--- config.mk ---
export PLATFORM = sky130hd
export DESIGN_NAME = udp_tx_sched_flat
export DESIGN_NICKNAME = d
export VERILOG_FILES = /design/src/rtl/udp_tx_sched_pkg.sv /design/src/rtl/udp_tx_sched_if.sv /design/src/rtl/udp_tx_sched_gap_timer.sv /design/src/rtl/udp_tx_sched.sv /design/src/flat_wrapper.sv
export SDC_FILE = /design/constraint.sdc
export NUM_CORES = 1
export LEC_CHECK = 0
export ABC_AREA = 1
export CORE_ASPECT_RATIO = 2
export CORE_MARGIN = 5
export CORE_UTILIZATION = 45
export DETAILED_ROUTE_END_ITERATION = 12
export PLACE_DENSITY = 0.64
export SYNTH_ARGS = -nofsm -noshare
export SYNTH_HDL_FRONTEND = slang
export SYNTH_HIERARCHICAL = 1
export SYNTH_SLANG_ARGS = --single-unit
--- constraint.sdc ---
create_clock -name m_aclk -period 2.3 [get_ports m_aclk]
set_input_delay 0.69 -clock m_aclk [delete_from_list [all_inputs] [get_ports m_aclk]]
set_output_delay 0.69 -clock m_aclk [all_outputs]
set_load 0.05 [all_outputs]
--- src/rtl/udp_tx_sched_pkg.sv ---
// Shared types and defaults for the UDP transmit scheduler.
// Burst descriptor fields are sized by the package default widths.
package udp_sched_pkg;

    localparam int ID_W_DEF  = 4;
    localparam int CNT_W_DEF = 4;
    localparam int TMR_W     = 16;

    typedef enum logic [2:0] {
        IDLE,
        REQ,
        WAIT,
        GAP,
        FIN
    } sched_state_e;

    typedef struct packed {
        logic [ID_W_DEF-1:0]  host;
        logic [ID_W_DEF-1:0]  dst;
        logic [CNT_W_DEF-1:0] count;
    } burst_desc_t;

endpackage

--- src/rtl/udp_tx_sched_if.sv ---
// Request/completion handshake between the scheduler (master) and the
// UDP TX engine (slave).
interface udp_tx_sched_if #(
    parameter int ID_W  = udp_sched_pkg::ID_W_DEF,
    parameter int CNT_W = udp_sched_pkg::CNT_W_DEF
) ();

    logic             tx_req;
    logic             tx_ack;
    logic [ID_W-1:0]  tx_host;
    logic [ID_W-1:0]  tx_dst;
    logic [CNT_W-1:0] tx_seq;
    logic             tx_done;

    modport master (
        output tx_req, tx_host, tx_dst, tx_seq,
        input  tx_ack, tx_done
    );

    modport slave (
        input  tx_req, tx_host, tx_dst, tx_seq,
        output tx_ack, tx_done
    );

endinterface

--- src/rtl/udp_tx_sched_gap_timer.sv ---
// Loadable down-counter that stops at zero; used for the inter-packet
// gap and, when enabled, the completion watchdog.
module udp_gap_timer #(
    parameter int W = 16
) (
    input  logic         m_aclk,
    input  logic         m_aresetn,
    input  logic         i_load,
    input  logic [W-1:0] i_load_val,
    input  logic         i_en,
    output logic         o_zero,
    output logic         o_last
);

    logic [W-1:0] r_cnt;

    always_ff @(posedge m_aclk) begin
        if (!m_aresetn) begin
            r_cnt <= '0;
        end else if (i_load) begin
            r_cnt <= i_load_val;
        end else if (i_en && (r_cnt != '0)) begin
            r_cnt <= r_cnt - W'(1);
        end
    end

    assign o_zero = (r_cnt == '0);
    assign o_last = (r_cnt == W'(1));

endmodule

--- src/rtl/udp_tx_sched.sv ---
// Burst scheduler for the UDP TX engine: start edge -> N request/ack/done
// transactions separated by a fixed gap. Optional watchdog: UDP_TIMEOUT_EN.
module udp_tx_sched
    import udp_sched_pkg::*;
#(
    parameter int GAP_CYCLES = 16,
    parameter int CNT_W      = CNT_W_DEF,
    parameter int ID_W       = ID_W_DEF
`ifdef UDP_TIMEOUT_EN
    , parameter int TIMEOUT_CYCLES = 4096
`endif
) (
    input  logic             m_aclk,
    input  logic             m_aresetn,
    input  logic             start_udp,
    input  logic [ID_W-1:0]  host,
    input  logic [ID_W-1:0]  dst,
    input  logic [CNT_W-1:0] packet,
    udp_tx_sched_if.master   tx,
    output logic             busy,
    output logic             burst_done,
    output logic [CNT_W-1:0] sent_cnt,
    output logic             err
);

    localparam bit GAP_SKIP = (GAP_CYCLES == 1);

    sched_state_e     r_state, w_state_next;
    logic             r_start_q;
    burst_desc_t      r_desc;
    logic [CNT_W-1:0] r_seq, r_sent, w_sent_plus;
    logic             w_trigger, w_latch, w_seq_inc, w_gap_load;
    logic             w_done_ok, w_last_pkt, w_gap_zero, w_gap_last;

    assign w_trigger   = start_udp & ~r_start_q;
    assign w_done_ok   = (r_state == WAIT) & tx.tx_done;
    assign w_sent_plus = r_sent + CNT_W'(1);
    assign w_last_pkt  = (w_sent_plus == CNT_W'(r_desc.count));

    // The gap timer is loaded on the tx_done cycle, so leaving GAP as it
    // reaches its last count puts the next request GAP_CYCLES after tx_done.
    udp_gap_timer #(.W(TMR_W)) u_gap (
        .m_aclk     (m_aclk),
        .m_aresetn  (m_aresetn),
        .i_load     (w_gap_load),
        .i_load_val (TMR_W'(GAP_CYCLES - 1)),
        .i_en       (r_state == GAP),
        .o_zero     (w_gap_zero),
        .o_last     (w_gap_last)
    );

`ifdef UDP_TIMEOUT_EN
    logic w_wd_load, w_wd_zero, w_wd_last, w_timeout, r_err;

    udp_gap_timer #(.W(TMR_W)) u_wdog (
        .m_aclk     (m_aclk),
        .m_aresetn  (m_aresetn),
        .i_load     (w_wd_load),
        .i_load_val (TMR_W'(TIMEOUT_CYCLES - 1)),
        .i_en       (r_state == WAIT),
        .o_zero     (w_wd_zero),
        .o_last     (w_wd_last)
    );

    always_ff @(posedge m_aclk) begin
        if (!m_aresetn) begin
            r_err <= 1'b0;
        end else if (w_timeout) begin
            r_err <= 1'b1;
        end
    end

    assign err = r_err;
`else
    assign err = 1'b0;
`endif

    always_ff @(posedge m_aclk) begin
        if (!m_aresetn) begin
            r_state   <= IDLE;
            r_start_q <= 1'b0;
            r_desc    <= '0;
            r_seq     <= '0;
            r_sent    <= '0;
        end else begin
            r_state   <= w_state_next;
            r_start_q <= start_udp;
            if (w_latch) begin
                r_desc.host  <= ID_W_DEF'(host);
                r_desc.dst   <= ID_W_DEF'(dst);
                r_desc.count <= CNT_W_DEF'(packet);
                r_seq        <= '0;
                r_sent       <= '0;
            end else begin
                if (w_seq_inc) r_seq  <= r_seq + CNT_W'(1);
                if (w_done_ok) r_sent <= w_sent_plus;
            end
        end
    end

    always_comb begin
        w_state_next = r_state;
        w_latch      = 1'b0;
        w_seq_inc    = 1'b0;
        w_gap_load   = 1'b0;
`ifdef UDP_TIMEOUT_EN
        w_wd_load    = 1'b0;
        w_timeout    = 1'b0;
`endif
        unique case (r_state)
            IDLE: begin
                if (w_trigger) begin
                    w_latch      = 1'b1;
                    w_state_next = (packet == '0) ? FIN : REQ;
                end
            end
            REQ: begin
                if (tx.tx_ack) begin
                    w_state_next = WAIT;
`ifdef UDP_TIMEOUT_EN
                    w_wd_load    = 1'b1;
`endif
                end
            end
            WAIT: begin
                if (tx.tx_done) begin
                    if (w_last_pkt) begin
                        w_state_next = FIN;
                    end else if (GAP_SKIP) begin
                        w_state_next = REQ;
                        w_seq_inc    = 1'b1;
                    end else begin
                        w_state_next = GAP;
                        w_gap_load   = 1'b1;
                    end
                end
`ifdef UDP_TIMEOUT_EN
                else if (w_wd_zero) begin
                    w_timeout    = 1'b1;
                    w_state_next = FIN;
                end
`endif
            end
            GAP: begin
                if (w_gap_last | w_gap_zero) begin
                    w_state_next = REQ;
                    w_seq_inc    = 1'b1;
                end
            end
            FIN:     w_state_next = IDLE;
            default: w_state_next = IDLE;
        endcase
    end

    assign tx.tx_req   = (r_state == REQ);
    assign tx.tx_host  = ID_W'(r_desc.host);
    assign tx.tx_dst   = ID_W'(r_desc.dst);
    assign tx.tx_seq   = r_seq;
    assign busy        = (r_state != IDLE);
    assign burst_done  = (r_state == FIN);
    assign sent_cnt    = r_sent;

endmodule
--- src/flat_wrapper.sv ---
// flat-port wrapper written by rule: the top's interface ports become plain ports
module udp_tx_sched_flat import udp_sched_pkg::*;
#(
    parameter int GAP_CYCLES = 16,
    parameter int CNT_W      = CNT_W_DEF,
    parameter int ID_W       = ID_W_DEF

)
  (m_aclk, m_aresetn, start_udp, host, dst, packet, busy, burst_done, sent_cnt, err, tx_tx_req, tx_tx_host, tx_tx_dst, tx_tx_seq, tx_tx_ack, tx_tx_done);
  udp_tx_sched_if #(.ID_W(ID_W), .CNT_W(CNT_W)) tx_i ();
  input  logic m_aclk;
  input  logic m_aresetn;
  input  logic start_udp;
  input  logic [ID_W-1:0] host;
  input  logic [ID_W-1:0] dst;
  input  logic [CNT_W-1:0] packet;
  output logic busy;
  output logic burst_done;
  output logic [CNT_W-1:0] sent_cnt;
  output logic err;
  output wire logic [$bits(tx_i.tx_req)-1:0] tx_tx_req;
  output wire logic [$bits(tx_i.tx_host)-1:0] tx_tx_host;
  output wire logic [$bits(tx_i.tx_dst)-1:0] tx_tx_dst;
  output wire logic [$bits(tx_i.tx_seq)-1:0] tx_tx_seq;
  input wire logic [$bits(tx_i.tx_ack)-1:0] tx_tx_ack;
  input wire logic [$bits(tx_i.tx_done)-1:0] tx_tx_done;
  assign tx_tx_req = tx_i.tx_req;
  assign tx_tx_host = tx_i.tx_host;
  assign tx_tx_dst = tx_i.tx_dst;
  assign tx_tx_seq = tx_i.tx_seq;
  assign tx_i.tx_ack = tx_tx_ack;
  assign tx_i.tx_done = tx_tx_done;
  udp_tx_sched #(.GAP_CYCLES(GAP_CYCLES), .CNT_W(CNT_W), .ID_W(ID_W)) u_core (.m_aclk(m_aclk), .m_aresetn(m_aresetn), .start_udp(start_udp), .host(host), .dst(dst), .packet(packet), .tx(tx_i), .busy(busy), .burst_done(burst_done), .sent_cnt(sent_cnt), .err(err));
endmodule
==> results of run 1 <==
-- registers in the layout, indices dropped and copies added (netlist names) --
signal,cells
u_core/tx.tx_dst,4
u_core/r_start_q,1
u_core/r_desc,4
u_core/u_gap/r_cnt,16
u_core/tx.tx_seq,4
u_core/tx.tx_host,4
u_core/sent_cnt,4
u_core/r_state,3
-- final timing paths --
check,endpoint,slack [ns]
setup / recovery,sent_cnt[1],0.07
hold / removal,u_core/r_desc[0],0.47
setup reg to reg,u_core/u_gap/r_cnt[13],0.20
hold reg to reg,u_core/r_desc[0],0.47
-- power breakdown --
group          switching, uW  internal (uW)  leakage, uW
clock network            242            322    0.0000552
logic                   1600            881      0.00106
registers                175            864     0.000328
-- cells in the mapped netlist, types with 2 or more instances --
master,instances,share of area
nor2_4,4,0.019
nand3b_1,2,0.0062
buf_4,9,0.028
nor3_1,6,0.012
o21ai_0,27,0.056
buf_2,4,0.0083
xor2_1,6,0.022
nor2_1,61,0.095
nor2_2,3,0.0077
nand4_1,5,0.013
nand2_1,85,0.13
a21oi_1,20,0.041
nand3_1,32,0.066
nand2_2,6,0.015
conb_1,2,0.0031
inv_1,42,0.065
ha_1,4,0.021
nand2_4,3,0.014
dfxtp_1,40,0.33
o22ai_1,2,0.0052
inv_2,5,0.0077
-- critical path, cell delays in order (launching register included) --
cell	delay (ns)
dfxtp_2	0.33
buf_4	0.12
clkdlybuf4s50_1	0.79
-- cells by family after synthesis --
logic type                 Yosys count  share of synthesized area
buffers and inverters               64                      0.119
xor gates and xnor gates             6                     0.0217
AOI/OAI and AO/OA                   52                      0.113
and+or+nand+nor                    211                      0.392
DFF                                 40                      0.331
adders and majority gates            4                     0.0207
other                                2                    0.00310
-- cell type report --
type	instances	area share
Clock buffer	6	0.0240
Sequential cell	40	0.265
Multi-Input combinational cell	290	0.463
Inverter	48	0.0616
Tap cell	58	0.0240
Clock inverter	2	0.0116
Timing Repair Buffer	49	0.150
-- layer usage --
| layer | GRT usage | wire (um) | vias up |
|---|---|---|---|
| met5 | 0 | 0 | - |
| met4 | 0.0779 | 162 | 0 |
| met3 | 0.0249 | 203 | 11 |
| met2 | 0.379 | 3630 | 33 |
| met1 | 0.175 | 2270 | 1108 |
| li1 | - | - | 1291 |
-- metrics by stage --
stage | cells | setup slack, ns | setup TNS (ns) | cell area, um^2
global placement | 480 | -0.0264 | -0.101 | 2870
CTS | 492 | 0.0589 | 0 | 3010
finish | 493 | 0.0749 | 0 | 3030
floorplan | 394 | 0.133 | 0 | 2480
global route | 493 | -0.0103 | -0.0175 | 3030
detailed placement | 480 | -0.0489 | -0.153 | 2870
-- timing repair --
item / 4_1_cts / 5_1_grt
hold buffers: 0 / 0
pin swaps: 0 / 0
setup buffers: 4 / 1
endpoints found under the setup margin: 6 / 16
gates resized for setup: 1 / 3
==> summary.md, run 1 <==
| Metric | Value |
|---|---|
| CP Capture Type | output port |
| Count of cell types in the netlist | 32 |
| Yosys reg bits | 40 |
| Input/output buffers | 35 |
| Gp weighted congestion | 0.859 |
| Clock sink total | 40 |
| Min cycle time layout | between 2 and 2.5 ns |
| Die area | 7040 um^2 |
| Pin count of the biggest net entering global routing | 17 |
| Global-route wire length before repair | 10,200 um |
| Starting Density | 0.467 |
| Clock Latency Late Sink | 0.29 ns |
| Most common cell after layout, fill and taps aside | nand2_1 |
| Avg WL per Cell | 12.7 um |
| Worst-path clk slew | 0.08 ns |
| Post-synth top flop | dfxtp_1 |
| Post-synth ARST share | 0 |
| CTS tree | done |
| Area of the multi-input gates | 1400 um^2 |
| Dpl hpwl | 4930 um |
| Most frequent cells in the layout | 85 x nand2_1, 60 x nor2_1, 41 x inv_1 |
| Reg area | about 800 um^2 |
| Max Slew Vio Count | 0 |
| Tot GR Track Use | 0.190 |
| Clock Tree Buf Depth | 2 |
| DRT Wirelength | 6270 um |
| Setup-violating endpoint count in the final report | 0 |
| Area delta synth->final | 24.9% |
| Worst EP arrival | 1.54 ns |
| Avg Inst Size Synth | 6.39 um^2 |
| CTS root buf | clkbuf_8 |
| Worst hold path cell count | 2 |
| Slew headroom | 0.668 |
| Core region area | just over 5000 um^2 |
| Final worst clock skew | 0.00648 ns |
| Final hold vios | 0 |
| Post-synthesis sequential area ratio | 0.331 |
| Num CTS Buffers | 5 |
| Iter 0 DRT Violations | 115 |
| Power per cell area | 1350 nW/um^2 |
| Vias in the first global route | 2,348 |
| Crit path launch | u_core/sent_cnt[1] |
| Max Fanout on Critical Path | 5 |
| Pwr Total | ~4100 uW |
| Synth Cell Area | 2420 um^2 |
| H-tree level count | 2 |
| Hold WC Path Type | flop to flop |
| Initial antenna violation count | 0 |
| Net count, final | between 400 and 500 |
| Share of cells above drive strength 1 | 0.129 |
| Grt ovf | 0 |
| Ratio of final minimum period to clock period | 0.967 |
| Fin Hold WS | around 0.47 ns |
| Iteration count of the initial detailed-routing pass | 4 |
| Synth warnings | 6 |
| Remaining antenna violation count | 0 |
| Die height | 114 um |
| Fmax | 449 MHz |
| Worst-Margin Slew | 0.496 ns |
| Status | complete, no violations |
| Fill count | about 540 |
| Leak | 0.00144 uW |
| Peak supply drop | around 1100 uV |
| Util after Layout | 0.584 |
| Reg2reg start | u_core/sent_cnt[0] |
| Post-Syn Instances | between 300 and 400 |
| Ports | 37 |
| Max Cap Viol | 0 |
| Routed vias | 2,443 |
| Die Wd | between 60 and 70 um |
| DR vias/cell | 4.96 |
| Antenna diode count | 0 |
| Startpoint Class | flop |
| R2r worst-path depth | 12 |
| EDFF count, synth | 0 |
| Critical Path RT | about 1.6 ns |
| DRC | 0 |
| Hold Crit Start | u_core/r_desc[0] |
| Critical path class | flop to output port |
| RSZ-0062 raised after global routing | yes |
| Cell Rows | 37 |
Power figures use the tool's default switching activity.
==> run 2: changes to the inputs <==
--- a/config.mk
+++ b/config.mk
@@ -10,7 +10,8 @@
 export CORE_MARGIN = 5
 export CORE_UTILIZATION = 45
 export DETAILED_ROUTE_END_ITERATION = 12
-export PLACE_DENSITY = 0.64
+export PLACE_DENSITY = 0.68
+export REMOVE_ABC_BUFFERS = 1
 export SYNTH_ARGS = -nofsm -noshare
 export SYNTH_HDL_FRONTEND = slang
 export SYNTH_HIERARCHICAL = 1
==> run 2 against run 1 <==
Against the previous run:
- power decreased by 1.3%
- clock power increased by 2%
- count of clock-buffer cells in the layout unchanged
- via count decreased by 0.74%
- die area unchanged
- sequential share of layout area increased by 0.67 points
- first-iteration DRC count decreased by 27%
- largest cell class unchanged
- largest power group unchanged
==> summary.md, run 2 (same netlist as run 1, synthesis figures left out) <==
| Metric | Value |
|---|---|
| Status | complete, no violations (unchanged) |
| DRC | 0 (unchanged) |
| Peak supply drop | 1030 uV (was 1120 uV) |
| CP max-delay cell | clkdlybuf4s50_1 (unchanged) |
| Setup-violating endpoint count in the final report | 0 (unchanged) |
| Area delta synth->final | 21.5% (was 24.9%) |
| Reg2Reg Setup Slack | 0.19 ns (was 0.20 ns) |
| Remaining antenna violation count | 0 (unchanged) |
| Clock Latency Late Sink | 0.29 ns (about the same) |
| Worst-Margin Slew | 0.522 ns (was 0.496 ns) |
| Die Wd | 61.9 um (unchanged) |
| Startpoint Class | flop (unchanged) |
| Gp weighted congestion | 0.816 (was 0.859) |
| Fill count | 536 (was 538) |
| Most flops, register | u_core/u_gap/r_cnt (unchanged) |
| Ports | 37 (unchanged) |
| Most frequent cells in the layout | 85 x nand2_1, 61 x nor2_1, 41 x inv_1 (was 85 x nand2_1, 60 x nor2_1, 41 x inv_1) |
| Hold WC Path Type | flop to flop (unchanged) |
| Max Slew Vio Count | 0 (unchanged) |
| Share of cells above drive strength 1 | 0.105 (was 0.129) |
| Crit path max-delay family | buffers and inverters (unchanged) |
| Clock sink total | 40 (unchanged) |
| Most common cell after layout, fill and taps aside | nand2_1 (unchanged) |
| Area of the multi-input gates | 1390 um^2 (was 1400 um^2) |
| Ratio of final minimum period to clock period | 0.958 (was 0.967) |
| Grt ovf | 0 (unchanged) |
| Iteration count of the initial detailed-routing pass | 4 (unchanged) |
| Critical path class | flop to output port (unchanged) |
| Global-route wire length before repair | 9650 um (was 10,200 um) |
| Critical Path RT | 1.61 ns (about the same) |
| Reg area | 801 um^2 (was 803 um^2) |
| Routed vias | 2,425 (was 2,443) |
| Core region area | 5180 um^2 (unchanged) |
| Max incr delay on CP | 0.82 ns (was 0.79 ns) |
| Util after Layout | 0.568 (was 0.584) |
| Vias in the first global route | 2,216 (was 2,348) |
| Clock Tree Buf Depth | 2 (unchanged) |
| Avg WL per Cell | 12.1 um (was 12.7 um) |
| H-tree level count | 2 (unchanged) |
| TNS Setup | 0 ns (unchanged) |
| Worst EP arrival | 1.51 ns (was 1.54 ns) |
| Antenna diode count | 0 (unchanged) |
| Dpl hpwl | 4590 um (was 4930 um) |
| Initial antenna violation count | 0 (unchanged) |
| Max Cap Viol | 0 (unchanged) |
| Input/output buffers | 35 (unchanged) |
| Tot GR Track Use | 0.178 (was 0.190) |
| Final hold vios | 0 (unchanged) |
| Final worst clock skew | 0.00594 ns (was 0.00648 ns) |
| Fmax | 454 MHz (was 449 MHz) |
| CP Capture Type | output port (unchanged) |
| RSZ-0062 raised after global routing | no (was yes) |
| Num CTS Buffers | 5 (unchanged) |
| DRT Wirelength | 5860 um (was 6270 um) |
| Max Fanout on Critical Path | 5 (unchanged) |
| Power per cell area | 1370 nW/um^2 (was 1350 nW/um^2) |
| Slew headroom | 0.651 (was 0.668) |
| DR vias/cell | 5.00 (was 4.96) |
| Starting Density | 0.467 (unchanged) |
| Hold buffers post-CTS | 0 (unchanged) |
| Max FFs per register | 16 (unchanged) |
| Die area | 7040 um^2 (unchanged) |
| Leak | 0.00142 uW (was 0.00144 uW) |
| Min cycle time layout | 2.20 ns (was 2.23 ns) |
| Buf/Inv on CP | 1 (was 2) |
| Worst-path clk slew | 0.08 ns (about the same) |
| Iter 0 DRT Violations | 84 (was 115) |
| Net count, final | 447 (was 455) |
| Pin count of the biggest net entering global routing | 23 (was 17) |
| Die height | 114 um (unchanged) |
| Cell Rows | 37 (unchanged) |
| CP Cell Sequence | clkdlybuf4s50_1 (was buf_4, clkdlybuf4s50_1) |
| CTS tree | done (unchanged) |
| CTS root buf | clkbuf_8 (unchanged) |
[run 2: worst paths after layout]
path / startpoint / endpoint / cells past startpoint
min: u_core/r_desc[2] / u_core/r_desc[2] / 2
max reg2reg: u_core/u_gap/r_cnt[0] / u_core/r_state[2] / 13
min reg2reg: u_core/r_desc[2] / u_core/r_desc[2] / 2
max: u_core/tx.tx_seq[0] / tx_tx_seq[0] / 1
[run 2: power breakdown]
part / switching [uW] / internal, uW / total, uW
clock network: 251 / 322 / 573
logic: 1570 / 855 / 2430
registers: 166 / 863 / 1030
[run 2: per-layer routing]
layer	routed length, um	track usage	vias to the layer above
li1	-	-	1266
met3	185	0.0272	11
met2	3300	0.339	42
met5	0	0	-
met1	2220	0.182	1106
met4	145	0.0623	0
[run 2: cell type report]
type	count	area share
Clock inverter	2	0.0119
Multi-Input combinational cell	290	0.474
Inverter	48	0.0621
Tap cell	58	0.0247
Timing Repair Buffer	41	0.131
Sequential cell	40	0.272
Clock buffer	6	0.0247
[run 2: stage by stage]
stage / setup slack, ns / cell area, um^2 / std cells / hold WS, ns / total power, uW
2_1_floorplan: -0.624 / 2370 / 378 / 0.443 / 2890
3_3_place_gp: 0.0489 / 2830 / 477 / 0.458 / 3430
3_5_place_dp: 0.0170 / 2830 / 477 / 0.467 / 3460
4_1_cts: 0.0386 / 2940 / 485 / 0.479 / 4050
5_1_grt: 0.0229 / 2940 / 485 / 0.511 / 4390
6_report: 0.0967 / 2940 / 485 / 0.473 / 4030
[run 2: repair_timing]
| action | in CTS | in global routing |
|---|---|---|
| endpoints found under the setup margin | 0 | 13 |
| setup buffers | 0 | 0 |
| gates resized for setup | 0 | 3 |
